===== src/rtl/pipe_hazard_ctrl.sv =====
// pipe_hazard_ctrl: hazard detection, forwarding, MDU countdown and deferred-exception redirect for a 5-stage MIPS pipeline
module pipe_hazard_ctrl #(
  parameter int          AW        = 5,
  parameter int          MDU_LAT   = 32,
  parameter logic [31:0] EXC_VEC   = 32'hBFC00380,
  parameter logic [31:0] ERET_CODE = 32'h0000000E
) (
  input  logic          clk,
  input  logic          resetn,
  input  logic [AW-1:0] rsD,
  input  logic [AW-1:0] rtD,
  input  logic          branchD,
  input  logic          jrD,
  input  logic [AW-1:0] rsE,
  input  logic [AW-1:0] rtE,
  input  logic [AW-1:0] writeregE,
  input  logic          regwriteE,
  input  logic          memtoregE,
  input  logic          mdu_startE,
  input  logic [AW-1:0] writeregM,
  input  logic          regwriteM,
  input  logic          memtoregM,
  input  logic [AW-1:0] writeregW,
  input  logic          regwriteW,
  input  logic [31:0]   excepttypeM,
  input  logic [31:0]   epcM,
  input  logic          i_stall,
  input  logic          d_stall,
  output logic          forwardaD,
  output logic          forwardbD,
  output logic [1:0]    forwardaE,
  output logic [1:0]    forwardbE,
  output logic          stallF,
  output logic          stallD,
  output logic          stallE,
  output logic          stallM,
  output logic          stallW,
  output logic          flushF,
  output logic          flushD,
  output logic          flushE,
  output logic          flushM,
  output logic          flushW,
  output logic          pc_redirect,
  output logic [31:0]   newpc,
  output logic          mdu_busy
);
  localparam int CW = (MDU_LAT > 1) ? $clog2(MDU_LAT) : 1;
  typedef enum logic [1:0] {IDLE, BUSY, DONE} state_t;
  state_t        state, state_n;
  logic [CW-1:0] cnt, cnt_n;
  logic          pend;
  logic [31:0]   pcode, pepc, code;
  logic          lwstall, brstall, jrstall, dstall, mdu_stall, longest, exc_now, exc_fire;
  assign forwardaD = (rsD != '0) && (rsD == writeregM) && regwriteM;
  assign forwardbD = (rtD != '0) && (rtD == writeregM) && regwriteM;
  assign forwardaE = ((rsE != '0) && (rsE == writeregM) && regwriteM) ? 2'b10 :
                     ((rsE != '0) && (rsE == writeregW) && regwriteW) ? 2'b01 : 2'b00;
  assign forwardbE = ((rtE != '0) && (rtE == writeregM) && regwriteM) ? 2'b10 :
                     ((rtE != '0) && (rtE == writeregW) && regwriteW) ? 2'b01 : 2'b00;
  assign lwstall   = memtoregE && ((rtE == rsD) || (rtE == rtD));
  assign brstall   = branchD && ((regwriteE && ((writeregE == rsD) || (writeregE == rtD))) ||
                                 (memtoregM && ((writeregM == rsD) || (writeregM == rtD))));
  assign jrstall   = jrD && regwriteE && (writeregE == rsD);
  assign dstall    = lwstall || brstall || jrstall;
  assign mdu_stall = mdu_startE && (state != DONE);
  assign longest   = i_stall || d_stall || mdu_stall;
  assign exc_now   = excepttypeM != '0;
  assign exc_fire  = (exc_now || pend) && !longest;
  assign mdu_busy  = state != IDLE;
  assign stallF    = (dstall || longest) && !exc_fire;
  assign stallD    = stallF;
  assign stallE    = longest;
  assign stallM    = longest;
  assign stallW    = longest;
  assign flushF    = exc_fire;
  assign flushD    = exc_fire;
  assign flushE    = exc_fire || (dstall && !longest);
  assign flushM    = exc_fire;
  assign flushW    = exc_fire;
  assign pc_redirect = exc_fire;
  assign code      = pend ? pcode : excepttypeM;
  assign newpc     = !exc_fire ? 32'h0 : (code == ERET_CODE) ? (pend ? pepc : epcM) : EXC_VEC;
  always_comb begin
    state_n = state;
    cnt_n   = cnt;
    if (exc_fire) begin
      state_n = IDLE;
    end else if (state == IDLE && mdu_startE) begin
      state_n = BUSY;
      cnt_n   = CW'(MDU_LAT - 1);
    end else if (state == BUSY) begin
      state_n = (cnt == '0) ? DONE : BUSY;
      cnt_n   = (cnt == '0) ? cnt : cnt - 1'b1;
    end else if (state == DONE && !i_stall && !d_stall) begin
      state_n = IDLE;
    end
  end
  always_ff @(posedge clk) begin
    if (!resetn) begin
      state <= IDLE;
      cnt   <= '0;
      pend  <= 1'b0;
      pcode <= '0;
      pepc  <= '0;
    end else begin
      state <= state_n;
      cnt   <= cnt_n;
      if (exc_fire) begin
        pend <= 1'b0;
      end else if (exc_now && longest) begin
        pend  <= 1'b1;
        pcode <= excepttypeM;
        pepc  <= epcM;
      end
    end
  end
endmodule


===== config.mk =====
export PLATFORM = sky130hd
export DESIGN_NAME = pipe_hazard_ctrl
export DESIGN_NICKNAME = d
export VERILOG_FILES = /design/src/rtl/pipe_hazard_ctrl.sv
export SDC_FILE = /design/constraint.sdc
export NUM_CORES = 1
export LEC_CHECK = 0
export ABC_AREA = 1
export CAP_MARGIN = 25
export CORE_ASPECT_RATIO = 1.25
export CORE_MARGIN = 5
export CORE_UTILIZATION = 41
export CTS_CLUSTER_SIZE = 40
export DETAILED_ROUTE_END_ITERATION = 8
export HOLD_SLACK_MARGIN = 0.06
export PLACE_DENSITY = 0.77
export SLEW_MARGIN = 40
export SYNTH_ARGS = -nofsm -noshare
export SYNTH_HDL_FRONTEND = slang
export SYNTH_SLANG_ARGS = --single-unit

===== constraint.sdc =====
create_clock -name clk -period 1.5 [get_ports clk]
set_clock_uncertainty 0.2 [all_clocks]
set_input_delay 0.15 -clock clk [delete_from_list [all_inputs] [get_ports clk]]
set_output_delay 0.15 -clock clk [all_outputs]
set_load 0.01 [all_outputs]

==> key figures, run 1 <==
Cells and area
  • Fin nets: approximately 1200
  • Final core utilization: between 80% and 90%
  • Share of layout cells above drive strength 1: 54.0%
  • Layout area overhead: 112%
  • Diode count: 0
  • Post-route cell area: ~0.0096 mm²

Detailed routing
  • Starting DRC count in detailed routing: 489
  • WL/cell: around 22 µm
  • Antenna viol nets, final: 0
  • Drt drc: 0
  • Initial DRT Pass Iterations: 5
  • Final Routed Wirelength: between 20000 and 30000 µm
  • Vias per cell: between 5 and 6
  • Number of vias in the routed layout: 6776

Pwr
  • Worst vdd ir: just under 0.6 mV
  • Power density over the cells: 776 mW/mm²
  • Leak Pwr: ~4.4 nW
  • Power, Total: around 0.0074 W

Floorplanning
  • I/O pin count: roughly 160
  • Initial core utilization: between 40% and 50%
  • Num rows: between 40 and 50
  • Die height: 128 µm
  • Core ar.: 0.0110 mm²
  • Die width: around 100 µm
  • Die ar.: around 0.013 mm²

Outcome
  • Failing checks: negative setup slack
  • Status: complete, but fails checks

Global routing
  • Largest net degree at the start of global routing: 46
  • GRT Overall Usage: between 20% and 30%
  • Congestion Overflow GR: 0
  • Initial antenna violation count: 0
  • First-pass GRT wire length: between 20000 and 30000 µm
  • Vias in the first global route: 6175

Setup path
  • Slowest CP cell: nor4_1
  • Startpoint Class: flop
  • WP buf/inv: 5
  • Crit Path Max Fanout: 5
  • Cell class contributing the biggest share of worst-path delay: simple AND/OR/NAND/NOR gates
  • Critical Path End Type: primary output
  • Critical-path cell list: nor4_1, nand4_1, nand2_2, buf_12, buf_8, buf_6, nand3_4, nand2_2, inv_2, buf_6
  • Critical setup path kind: flop to primary output
  • Critical Path RT: roughly 1.2 ns
  • Slowest stage delay, CP: 0.39 ns
  • CP arrival: 2.08 ns

Job
  • Max cap viols: 0

Hold path
  • Tightest Hold Check Type: primary input to flop

Clock network
  • Worst skew pair latency: 0.35 ns
  • CTS tree: done
  • Root buffer cell: clkbuf_16
  • Clk sink count: 72
  • CTS buffer count: 9
  • CTS max path bufs: 2
  • CTS H-tree lvls: 3
  • Reg clk slew, reported paths: approximately 0.06 ns

Timing
  • Max frequency: roughly 400 MHz
  • Setup slack after layout: -0.930 ns
  • Final Setup Violations: about 120
  • Max Transition Viols Final: 0
  • Max_slew headroom: between 60% and 70%
  • Hold Vio Cnt, Final: 0
  • Period utilization: 162%
  • RSZ-0062 raised after global routing: yes
  • Worst Tran Pin Value: approximately 0.52 ns
  • Tmin final: roughly 2.4 ns

Yosys
  • Ys Warns: 0
  • Syn Inst Count: ~720
  • Seq cells post-synth: around 70
  • Post-synth design cell area: between 0.004 and 0.005 mm²
  • Post-synthesis sequential area ratio: approximately a third
  • Syn_nets: 831
  • Post-synth cell types: 37
  • Avg Cell Area, Syn: about 6.3 µm²

Place
  • Place WS: -1.06 ns
  • Port Buffers: 160
  • Final GP Congestion: between 0.9 and 1
  • Post-DP Area: between 0.007 and 0.008 mm²
  • Hpwl dp: 10700 µm
==> worst min-delay path, cell delays in order <==
cell	delay [ns]
clkdlybuf4s15_1	0.18
buf_4	0.11
nor2_2	0.03
nor2_1	0.06
==> cell families after synthesis <==
family,share of synthesized area (%)
and+or+nand+nor,30.7
adders and majority gates,0.552
DFF,31.8
AOI/OAI and AO/OA,18.5
buffers and inverters,14.4
xor gates and xnor gates,4.06
==> final timing paths <==
path / from / slack (ns) / end / cells past startpoint
max: pcode[25]$_SDFFE_PN0P_ / -0.93 / newpc[29] / 10
min: excepttypeM[29] / 0.007 / pcode[29]$_SDFFE_PN0P_ / 4
min reg2reg: cnt[3]$_SDFFE_PN0P_ / 0.30 / cnt[3]$_SDFFE_PN0P_ / 2
max reg2reg: state[1]$_SDFFE_PP0P_ / -0.73 / pcode[10]$_SDFFE_PN0P_ / 12
==> synth_stat cells, drive strengths merged <==
cell type,number,area share (%)
nand4,5,0.69
or2,5,0.69
nand2,123,10
xnor2,10,1.9
o21ai,79,9.0
o211ai,2,0.33
a211oi,2,0.33
ha,2,0.55
a21oi,71,7.8
xor2,11,2.1
clkbuf,12,0.99
dfxtp,72,32
nor3b,1,0.17
nor4,8,1.2
inv,98,8.2
nor2,139,13
buf,29,5.3
nand3,35,4.0
o22ai,3,0.41
nor3,8,0.99
a311oi,1,0.19
o2111ai,2,0.39
==> state kept, by name, summed over array words and instances (netlist names) <==
register,flops
state,2
pepc,32
pend,1
cnt,5
pcode,32
==> layout by cell type (no fill, tap or decap), drive strengths merged, types with 10 or more instances in the layout <==
cell type      count
clkbuf            30
xnor2             10
a21oi             71
dlygate4sd3       18
buf              243
dfxtp             72
nand3             35
inv               98
nor2             139
xor2              11
o21ai             79
clkdlybuf4s50     40
dlygate4sd2       10
nand2            123
clkdlybuf4s15     16
==> power by group <==
part | total [W] | internal, W | switching [W]
Combinational | 0.00261 | 0.00125 | 0.00136
Sequential | 0.00228 | 0.00209 | 0.000192
Clock | 0.00254 | 0.00162 | 0.000919
Total | 0.00744 | 0.00496 | 0.00247
==> per-layer routing <==
metal | track usage, % | vias up | wire length, µm
li1 | - | 2934 | -
met1 | 28.1 | 3163 | 8690
met2 | 50.7 | 526 | 12900
met3 | 6.67 | 153 | 2110
met4 | 12.4 | 0 | 1800
met5 | 0 | - | 0
==> what timing repair did <==
| action | in CTS | in global routing |
|---|---|---|
| hold endpoints to repair | 24 | 4 |
| resized for setup | 567 | 285 |
| setup endpoints to repair | 121 | 121 |
| pin swaps | 43 | 74 |
| gates cloned | 12 | 4 |
| hold buffers | 14 | 4 |
| buffers inserted | 31 | 20 |
==> through the flow <==
step / hold WS [ns] / setup TNS, ns / cells
floorplan: 0.0849 / -4.86 / 718
global placement: 0.250 / -87.84 / 1084
detailed placement: 0.252 / -92.85 / 1084
CTS: 0.0739 / -44.69 / 1154
global route: 0.0585 / -76.83 / 1176
finish: 0.00669 / -72.10 / 1176
==> area by class of cell <==
cell class	instances	area, µm²
clock buffers	10	229
clock inverters	5	106
fillers	467	1390
inverters	98	418
multi-input cells	507	3690
flip-flops and latches	72	1460
well taps	135	169
repair buffers	348	3490
repair inverters	1	16.3
Note: power is estimated with default switching activity, not from simulation.
==> run 2, diff against run 1 <==
Settings changed: CORE_ASPECT_RATIO 1.25 to 1.5, GPL_ROUTABILITY_DRIVEN set to 0.
==> key figures, run 2 (synthesis gave the netlist of run 1 again) <==
Outcome
  • Status: complete, but fails checks
  • Failing checks: negative setup slack

Setup path
  • Worst R2R Setup Slack: -0.81 ns
  • Cell class contributing the biggest share of worst-path delay: simple AND/OR/NAND/NOR gates
  • Crit path top cell by count: buf_6
  • Critical Path RT: between 1 and 1.5 ns
  • WP buf/inv: 4
  • Slowest CP cell: dfxtp_1
  • R2r endpoint: pcode[6]$_SDFFE_PN0P_
  • Critical Path End Type: primary output
  • Slowest stage delay, CP: 0.35 ns
  • CP arrival: between 2 and 2.5 ns
  • Critical setup path kind: flop to primary output
  • Startpoint Class: flop
  • Register-to-Register Path Depth: 13
  • Origin of the critical flop-to-flop path: state[1]$_SDFFE_PP0P_
  • Crit Path Max Fanout: 6
  • Critical-path cell list: nor2_1, nand4_1, nor2_1, nand4_1, nand2_2, buf_6, buf_6, nand3_1, nand2_1, inv_2, buf_6

Detailed routing
  • Final Routed Wirelength: 25800 µm
  • Number of vias in the routed layout: roughly 7000
  • Initial DRT Pass Iterations: 5
  • WL/cell: 21.4 µm
  • Antenna viol nets, final: 0
  • Drt drc: 0
  • Starting DRC count in detailed routing: 549
  • Vias per cell: between 5 and 6

Clock network
  • CTS buffer count: 9
  • CTS max path bufs: 2
  • CTS H-tree lvls: 3
  • Worst skew pair latency: roughly 0.36 ns
  • CTS tree: done
  • Clk sink count: approximately 70
  • Root buffer cell: clkbuf_16
  • Reg clk slew, reported paths: around 0.07 ns

Place
  • Hpwl dp: 11000 µm
  • Placed cell count: approximately 1100
  • Port Buffers: 160

Cells and area
  • Diode count: 0
  • Layout area overhead: 115%
  • Most frequent cells in the layout: buf_4, nand2_1, buf_6
  • Non-filler cells, final: 1204
  • Area of the multi-input gates: 0.00374 mm²
  • Share of layout cells above drive strength 1: 54.0%
  • Top flop regs: pcode x32, pepc x32, cnt x5
  • Fillcell total: just under 500
  • Most common cell after layout, fill and taps aside: buf_4
  • FF+latch area: roughly 0.0015 mm²
  • Fin nets: about 1200

Pwr
  • Seq pwr share: a little under a third
  • Gate power share: between 30% and 40%
  • Clock Power Share: between 30% and 40%
  • Internal power: 0.00481 W
  • Power, Total: 0.00729 W
  • Leak Pwr: between 4 and 5 nW
  • Power density over the cells: 748 mW/mm²
  • Worst vdd ir: 0.539 mV
  • Switching pwr: between 0.002 and 0.0025 W
  • Sw Share: between 30% and 40%

Timing
  • Max Transition Viols Final: 0
  • Hold Vio Cnt, Final: 0
  • RSZ-0062 raised after global routing: yes
  • Period utilization: 173%
  • Max_slew headroom: around 73%
  • Worst Tran Pin Value: ~0.4 ns
  • Max frequency: ~380 MHz
  • Final Setup Violations: approximately 120
  • Setup slack after layout: -1.10 ns
  • Tmin final: between 2 and 3 ns

Floorplanning
  • Die ar.: ~0.013 mm²
  • Core ar.: ~0.011 mm²
  • Die height: 139 µm
  • Num rows: 47
  • Die width: around 96 µm
  • I/O pin count: about 160
  • Initial core utilization: 41.4%

Global routing
  • Congestion Overflow GR: 0
  • Initial antenna violation count: 0
  • Largest net degree at the start of global routing: just over 40
  • First-pass GRT wire length: about 32000 µm
  • Vias in the first global route: 6493
  • GRT Overall Usage: roughly 31%

Hold path
  • Hold Crit Start: excepttypeM[26]
  • Hold Path Depth: 5
  • Tightest Hold Check Type: primary input to flop
  • Hold EP: pcode[26]$_SDFFE_PN0P_

Job
  • Max cap viols: 0
==> run 2: cell count changes in the layout (fill, tap and decap cells not counted), sizes merged, moves of 3 or more <==
cell,delta
buf,+3
clkbuf,+14
clkdlybuf4s15,-9
dlygate4sd3,+7
inv,+4
==> run 2: worst max path at each step <==
stage	start	to	slack, ns	cells after the start
3_5_place_dp	excepttypeM[22]	newpc[14]	-1.09	13
6_report	pcode[15]$_SDFFE_PN0P_	newpc[7]	-1.10	11
4_1_cts	pcode[28]$_SDFFE_PN0P_	newpc[14]	-0.77	9
3_3_place_gp	excepttypeM[22]	newpc[0]	-1.03	13
2_1_floorplan	state[1]$_SDFFE_PP0P_	newpc[0]	-0.09	9
5_1_grt	pcode[15]$_SDFFE_PN0P_	newpc[21]	-1.16	10
==> run 2: power by group through the flow <==
stage | clock, W | sequential (W) | combinational (W)
floorplan | 0 | 0.00220 | 0.000854
global placement | 0 | 0.00221 | 0.00160
detailed placement | 0 | 0.00222 | 0.00163
CTS | 0.00234 | 0.00220 | 0.00207
global route | 0.00253 | 0.00228 | 0.00273
finish | 0.00244 | 0.00227 | 0.00259
==> run 2: worst register-to-register path, cell delays in order, from the launching register on <==
cell     delay, ns
dfxtp_2       0.32
inv_2         0.07
nor2_4        0.04
o21ai_4       0.19
inv_2         0.09
buf_6         0.12
buf_6         0.11
nor2_4        0.16
buf_12        0.13
buf_12        0.10
buf_12        0.12
buf_6         0.11
o21ai_2       0.05
nor2_1        0.35
==> run 2: layout make-up <==
cell class	count	share of cell area (%)
flip-flops and latches	72	14.9
clock buffers	10	2.35
clock inverters	6	0.937
well taps	147	1.89
repair buffers	361	37.0
multi-input cells	507	38.3
inverters	98	4.15
repair inverters	3	0.488
==> run 2: per-layer routing <==
metal	vias to the layer above	global-route usage [%]	share of wire, %
met5	-	0	0
li1	2960	-	-
met4	0	15.7	8.1
met1	3208	31.7	32
met3	187	6.03	8.3
met2	484	55.9	52
==> run 2: timing repair <==
| item | in CTS | in global routing |
|---|---|---|
| hold buffers | 16 | 9 |
| endpoints found under the setup margin | 121 | 122 |
| resized for setup | 606 | 264 |
| gates cloned | 14 | 4 |
| setup buffers | 44 | 19 |
| hold endpoints to repair | 22 | 9 |
| pin swaps | 56 | 62 |
==> run 2: per-stage QoR <==
step | setup WS (ns) | setup TNS (ns) | util, % | area (µm²) | hold WS [ns]
after floorplan | -0.0925 | -4.86 | - | 4820 | 0.0849
after global placement | -1.03 | -88.62 | 65.6 | 7180 | 0.253
after detailed placement | -1.09 | -92.83 | 65.6 | 7180 | 0.252
after CTS | -0.768 | -55.38 | 81.7 | 8930 | 0.0646
after global routing | -1.16 | -78.61 | 89.1 | 9750 | 0.0829
final | -1.10 | -71.92 | 89.1 | 9750 | 0.0752
==> run 3, diff against run 2 <==
Settings changed: ABC_CLOCK_PERIOD_IN_PS set to 1500, CTS_CLUSTER_DIAMETER set to 150.
==> results of run 3 <==
Final layout, timing and power as in run 2 (identical DEF).
